===== src/rtl/reg_file_2r1w.sv =====
// reg_file_2r1w: 32 x 32-bit MIPS register file, two combinational read
// ports (rs, rt) and one synchronous write port. Register 0 is hardwired to
// zero and has no storage. BYPASS selects write-through on same-cycle reads.

// One storage register; synchronous clear wins over a same-edge write.
module reg_file_2r1w_entry #(
  parameter int DATA_WIDTH = 32
) (
  input  logic                  clk,
  input  logic                  rst,
  input  logic                  en,
  input  logic [DATA_WIDTH-1:0] d,
  output logic [DATA_WIDTH-1:0] q
);

  // clear on reset, otherwise load when this register is the write target
  always_ff @(posedge clk) begin
    if (rst)     q <= '0;
    else if (en) q <= d;
  end

endmodule

// One combinational read port: select stored word, optionally override with
// in-flight write data, and force index 0 to read zero.
module reg_file_2r1w_rport #(
  parameter int DATA_WIDTH = 32,
  parameter int ADDR_WIDTH = 5,
  parameter int DEPTH      = 32
) (
  input  logic [DEPTH-1:0][DATA_WIDTH-1:0] store,
  input  logic [ADDR_WIDTH-1:0]            addr,
  input  logic                             byp_hit,
  input  logic [DATA_WIDTH-1:0]            wr_data,
  output logic [DATA_WIDTH-1:0]            data
);

  // index 0 beats bypass so a write to r0 can never leak onto a read port
  always_comb begin
    data = store[addr];
    if (byp_hit)      data = wr_data;
    if (addr == '0)   data = '0;
  end

endmodule

module reg_file_2r1w #(
  parameter int DATA_WIDTH = 32,
  parameter int ADDR_WIDTH = 5,
  parameter int BYPASS     = 1
) (
  input  logic                  clk,
  input  logic                  rst,
  input  logic [ADDR_WIDTH-1:0] rd_addr_0,
  input  logic [ADDR_WIDTH-1:0] rd_addr_1,
  output logic [DATA_WIDTH-1:0] rd_data_0,
  output logic [DATA_WIDTH-1:0] rd_data_1,
  input  logic                  wr_en,
  input  logic [ADDR_WIDTH-1:0] wr_addr,
  input  logic [DATA_WIDTH-1:0] wr_data
);

  localparam int DEPTH  = 1 << ADDR_WIDTH;
  localparam int NUM_RD = 2;

  logic [DEPTH-1:0][DATA_WIDTH-1:0]  store;
  logic [DEPTH-1:1]                  wr_sel;
  logic [NUM_RD-1:0][ADDR_WIDTH-1:0] rd_addr;
  logic [NUM_RD-1:0][DATA_WIDTH-1:0] rd_data;
  logic [NUM_RD-1:0]                 byp_hit;

  assign rd_addr   = {rd_addr_1, rd_addr_0};
  assign rd_data_0 = rd_data[0];
  assign rd_data_1 = rd_data[1];

  // r0 has no flop; it is a constant zero word in the read array
  assign store[0] = '0;

  // one-hot write decode; index 0 has no enable so r0 writes vanish here
  always_comb begin
    wr_sel = '0;
    for (int i = 1; i < DEPTH; i++)
      wr_sel[i] = wr_en && (wr_addr == ADDR_WIDTH'(i));
  end

  genvar gi;
  generate
    for (gi = 1; gi < DEPTH; gi++) begin : g_reg
      reg_file_2r1w_entry #(
        .DATA_WIDTH (DATA_WIDTH)
      ) u_entry (
        .clk (clk),
        .rst (rst),
        .en  (wr_sel[gi]),
        .d   (wr_data),
        .q   (store[gi])
      );
    end
  endgenerate

  // bypass match per read port; suppressed during reset since that write is dropped
  always_comb begin
    byp_hit = '0;
    for (int p = 0; p < NUM_RD; p++)
      byp_hit[p] = (BYPASS != 0) && wr_en && !rst && (wr_addr == rd_addr[p]);
  end

  generate
    for (gi = 0; gi < NUM_RD; gi++) begin : g_rport
      reg_file_2r1w_rport #(
        .DATA_WIDTH (DATA_WIDTH),
        .ADDR_WIDTH (ADDR_WIDTH),
        .DEPTH      (DEPTH)
      ) u_rport (
        .store   (store),
        .addr    (rd_addr[gi]),
        .byp_hit (byp_hit[gi]),
        .wr_data (wr_data),
        .data    (rd_data[gi])
      );
    end
  endgenerate

endmodule


===== config.mk =====
export PLATFORM = sky130hd
export DESIGN_NAME = reg_file_2r1w
export DESIGN_NICKNAME = d
export VERILOG_FILES = /design/src/rtl/reg_file_2r1w.sv
export SDC_FILE = /design/constraint.sdc
export NUM_CORES = 2
export LEC_CHECK = 0
export CORE_MARGIN = 3
export CORE_UTILIZATION = 35
export DETAILED_ROUTE_END_ITERATION = 8
export PLACE_DENSITY = 0.48
export SYNTH_ARGS = -nofsm -noshare
export SYNTH_HDL_FRONTEND = slang
export SYNTH_HIERARCHICAL = 1
export SYNTH_SLANG_ARGS = --single-unit

===== constraint.sdc =====
create_clock -name clk -period 4.1 [get_ports clk]
set_clock_uncertainty 0.15 [all_clocks]
set_input_delay 0.615 -clock clk [delete_from_list [all_inputs] [get_ports clk]]
set_output_delay 0.615 -clock clk [all_outputs]
set_load 0.03 [all_outputs]

==> flow_summary.json <==
{
  "run_status": "finished clean",
  "worstMarginPinSlew_ps": 1294,
  "syn_area_per_cell_um2": 10.48,
  "max-cap-violations": 0,
  "syn_to_final_growth_pct": 14.90,
  "yosys.area.top_type": "dfxtp_1",
  "numCtsBuffers": 112,
  "p_leak_nw": 22.46,
  "die_x_um": 403.1,
  "numClockSinks": 992,
  "power_density_mw_per_mm2": 372.9,
  "largest_reg_flops": 992,
  "wl_um": 210900,
  "ys_ff_latch": 992,
  "timing.critical_path.buf_inv": 5,
  "cts_root_buf": "clkbuf_16",
  "antenna_found_initial": 6,
  "grt_pass1_vias": 41020,
  "hpwl_um": 133500,
  "grt_usage": 0.2522,
  "synth_top_cell_area_share": 0.3599,
  "crit_fanout": 28,
  "max_slew_margin": 0.1334,
  "fin_cells": 7545,
  "synth_enable_flop_cells": 0,
  "dp.cells": 7338,
  "vias": 42500,
  "die_height_um": 403.1,
  "io_pins": 114,
  "top_regs": "g.u_entry/q (992)",
  "port_buffers": 113,
  "n_antenna_cell": 0,
  "netlist_area_mm2": 0.05518,
  "peakVddDrop_mv": 0.4305,
  "required_ps": 3340,
  "synth.distinct_cells": 34,
  "worstSetupStartpointType": "input port",
  "grt_pass1_wl_um": 302800,
  "synth.area.top_cells": "dfxtp_1 36%, mux2i_1 27%, mux4_2 10%, nor2_1 7.0%, buf_12 3.4%",
  "wl_per_cell_um": 27.95,
  "synth_warnings": 6,
  "critical-path-max-stage-delay_ps": 580,
  "slew_violations": 0,
  "setup_viol": 0,
  "drc": 0,
  "clk_path_buf_depth": 3,
  "min_path_type": "in -> reg",
  "via_per_inst": 5.633,
  "grt_max_degree": 171,
  "final_nets": 5444,
  "period_share": 0.9938,
  "synth_flop_cell": "dfxtp_1",
  "cp_top_family": "buffers and inverters",
  "worstSetupPathType": "in -> out",
  "postSynthCellCount": 5266,
  "power.total_mw": 23.64,
  "cp.arrival_ps": 3310,
  "yosysSeqAreaShare": 0.3599,
  "core_area_mm2": 0.1564,
  "yosysMostFrequentCell": "mux2i_1",
  "clk_pin_slew_ps": 60,
  "post-route-min-period_ps": 4075,
  "drtPass1Iterations": 6,
  "p_int_mw": 17.44,
  "switching_share": 0.2624,
  "seqPwrFrac": 0.413,
  "final_core_util": 0.4054,
  "critical_path.cell_chain": "clkdlybuf4s50_1, buf_4, xnor2_1, nand4_1, nor3_4, buf_4, buf_12, a221oi_1, a32oi_1, a32oi_1, buf_12",
  "fmax_mhz": 245.4,
  "p_comb_frac": 0.122,
  "synth-async-reset-ratio": 0,
  "worst_path_max_delay_cell": "a32oi_1",
  "place_congestion": 0.8467,
  "hold_viol": 0,
  "ant_nets": 0,
  "h-tree-depth": 3,
  "layout-drive-gt1-share": 0.1857,
  "rsz0062_at_grt": "yes",
  "first_iter_violations": 4047,
  "cts_tree": "yes",
  "dieArea_mm2": 0.1625,
  "start_util": 0.3529,
  "grt_overflow": 0,
  "clkLatencyLatePin_ps": 710,
  "synthTopCellsByCount": "1504 x mux2i_1, 1032 x nor2_1, 992 x dfxtp_1",
  "end_kind": "output pin",
  "clkPwrFrac": 0.465,
  "num_rows": 145,
  "top_register": "g.u_entry/q",
  "switchingPower_mw": 6.204
}
[final cells by class]
class	instances	area, µm²
clock buffer	163	3317
clock inverter	44	684.4
fill	15210	92980
inverter	66	247.7
multi-input combinational	3808	31770
sequential	992	19860
tap	2058	2575
timing repair buffer	414	4949
[worst paths after layout]
check / startpoint / endpoint / slack [ps] / cells past startpoint
setup / recovery: wr_addr[3] / rd_data_1[7] / 30 / 11
hold / removal: rst / g_reg[21].u_entry/q[26] / 340 / 3
setup reg to reg: g_reg[7].u_entry/q[17] / g_reg[7].u_entry/q[17] / 3270 / 2
hold reg to reg: g_reg[20].u_entry/q[24] / g_reg[20].u_entry/q[24] / 360 / 2
[logic make-up after synthesis]
family | Yosys count | share of synthesized area
AO/OA/AOI/OAI | 386 | 0.05401
XOR/XNOR | 10 | 0.001723
buffers and inverters | 529 | 0.07639
flip-flops | 992 | 0.3599
multiplexers | 1888 | 0.4034
other | 1 | 0.00006795
AND/OR/NAND/NOR | 1460 | 0.1045
[per-layer routing]
metal,vias to the layer above,global-route usage,wire [µm]
met5,-,0,13
met4,2,0.08506,7117
met3,329,0.03365,12410
met2,1499,0.3975,95350
met1,21450,0.3553,95980
li1,19230,-,-
[timing repair]
item,CTS,global route
gates resized for setup,5,6
hold buffers,0,0
pin swaps,0,2
setup buffers,0,0
endpoints found under the setup margin,10,14
[power groups by stage]
stage	clock network [mW]	registers (mW)	logic (mW)
after floorplan	0	9.96	1.45
after global placement	0	9.97	2.86
after detailed placement	0	9.97	2.86
after CTS	11.2	9.76	2.87
after global routing	11.6	9.77	3.00
final	11.0	9.76	2.89
[worst reg2reg max path: cells and delay by family, from the launching register on]
family           cells  cell delay, ps
flip-flops           1             340
multiplexers         1             150
AND/OR/NAND/NOR      1              60
[cells in the final DEF (no fill, tap or decap), drive strengths merged, types with 3 or more instances in the layout]
cell | synthesis | routed
a221oi | 64 | 64
nand3 | 132 | 132
mux4 | 256 | 256
clkinv | 0 | 21
inv | 66 | 67
nor2 | 1034 | 1034
clkinvlp | 0 | 5
mux2 | 128 | 128
a32oi | 128 | 128
clkbuf | 189 | 163
clkdlybuf4s50 | 0 | 40
mux2i | 1504 | 1504
nand2 | 260 | 260
and2 | 6 | 6
a22oi | 128 | 128
nor2b | 17 | 17
nand4 | 3 | 3
conb | 1 | 64
buf | 274 | 374
dfxtp | 992 | 992
xnor2 | 8 | 8
bufinv | 0 | 17
a21oi | 66 | 66
[metrics by stage]
| step | setup TNS, ps | instance area [µm²] | hold WS (ps) | setup WS [ps] |
|---|---|---|---|---|
| 5_1_grt | -62.96 | 63410 | 350.3 | -24.03 |
| 3_3_place_gp | -1052 | 59330 | 334.9 | -159.2 |
| 2_1_floorplan | 0 | 55420 | 322.0 | 940.2 |
| 4_1_cts | 0 | 63360 | 313.7 | 58.53 |
| 3_5_place_dp | -188.7 | 59330 | 345.7 | -68.47 |
| 6_report | 0 | 63410 | 343.6 | 25.36 |
No activity file was read; power rests on OpenSTA's default activity.
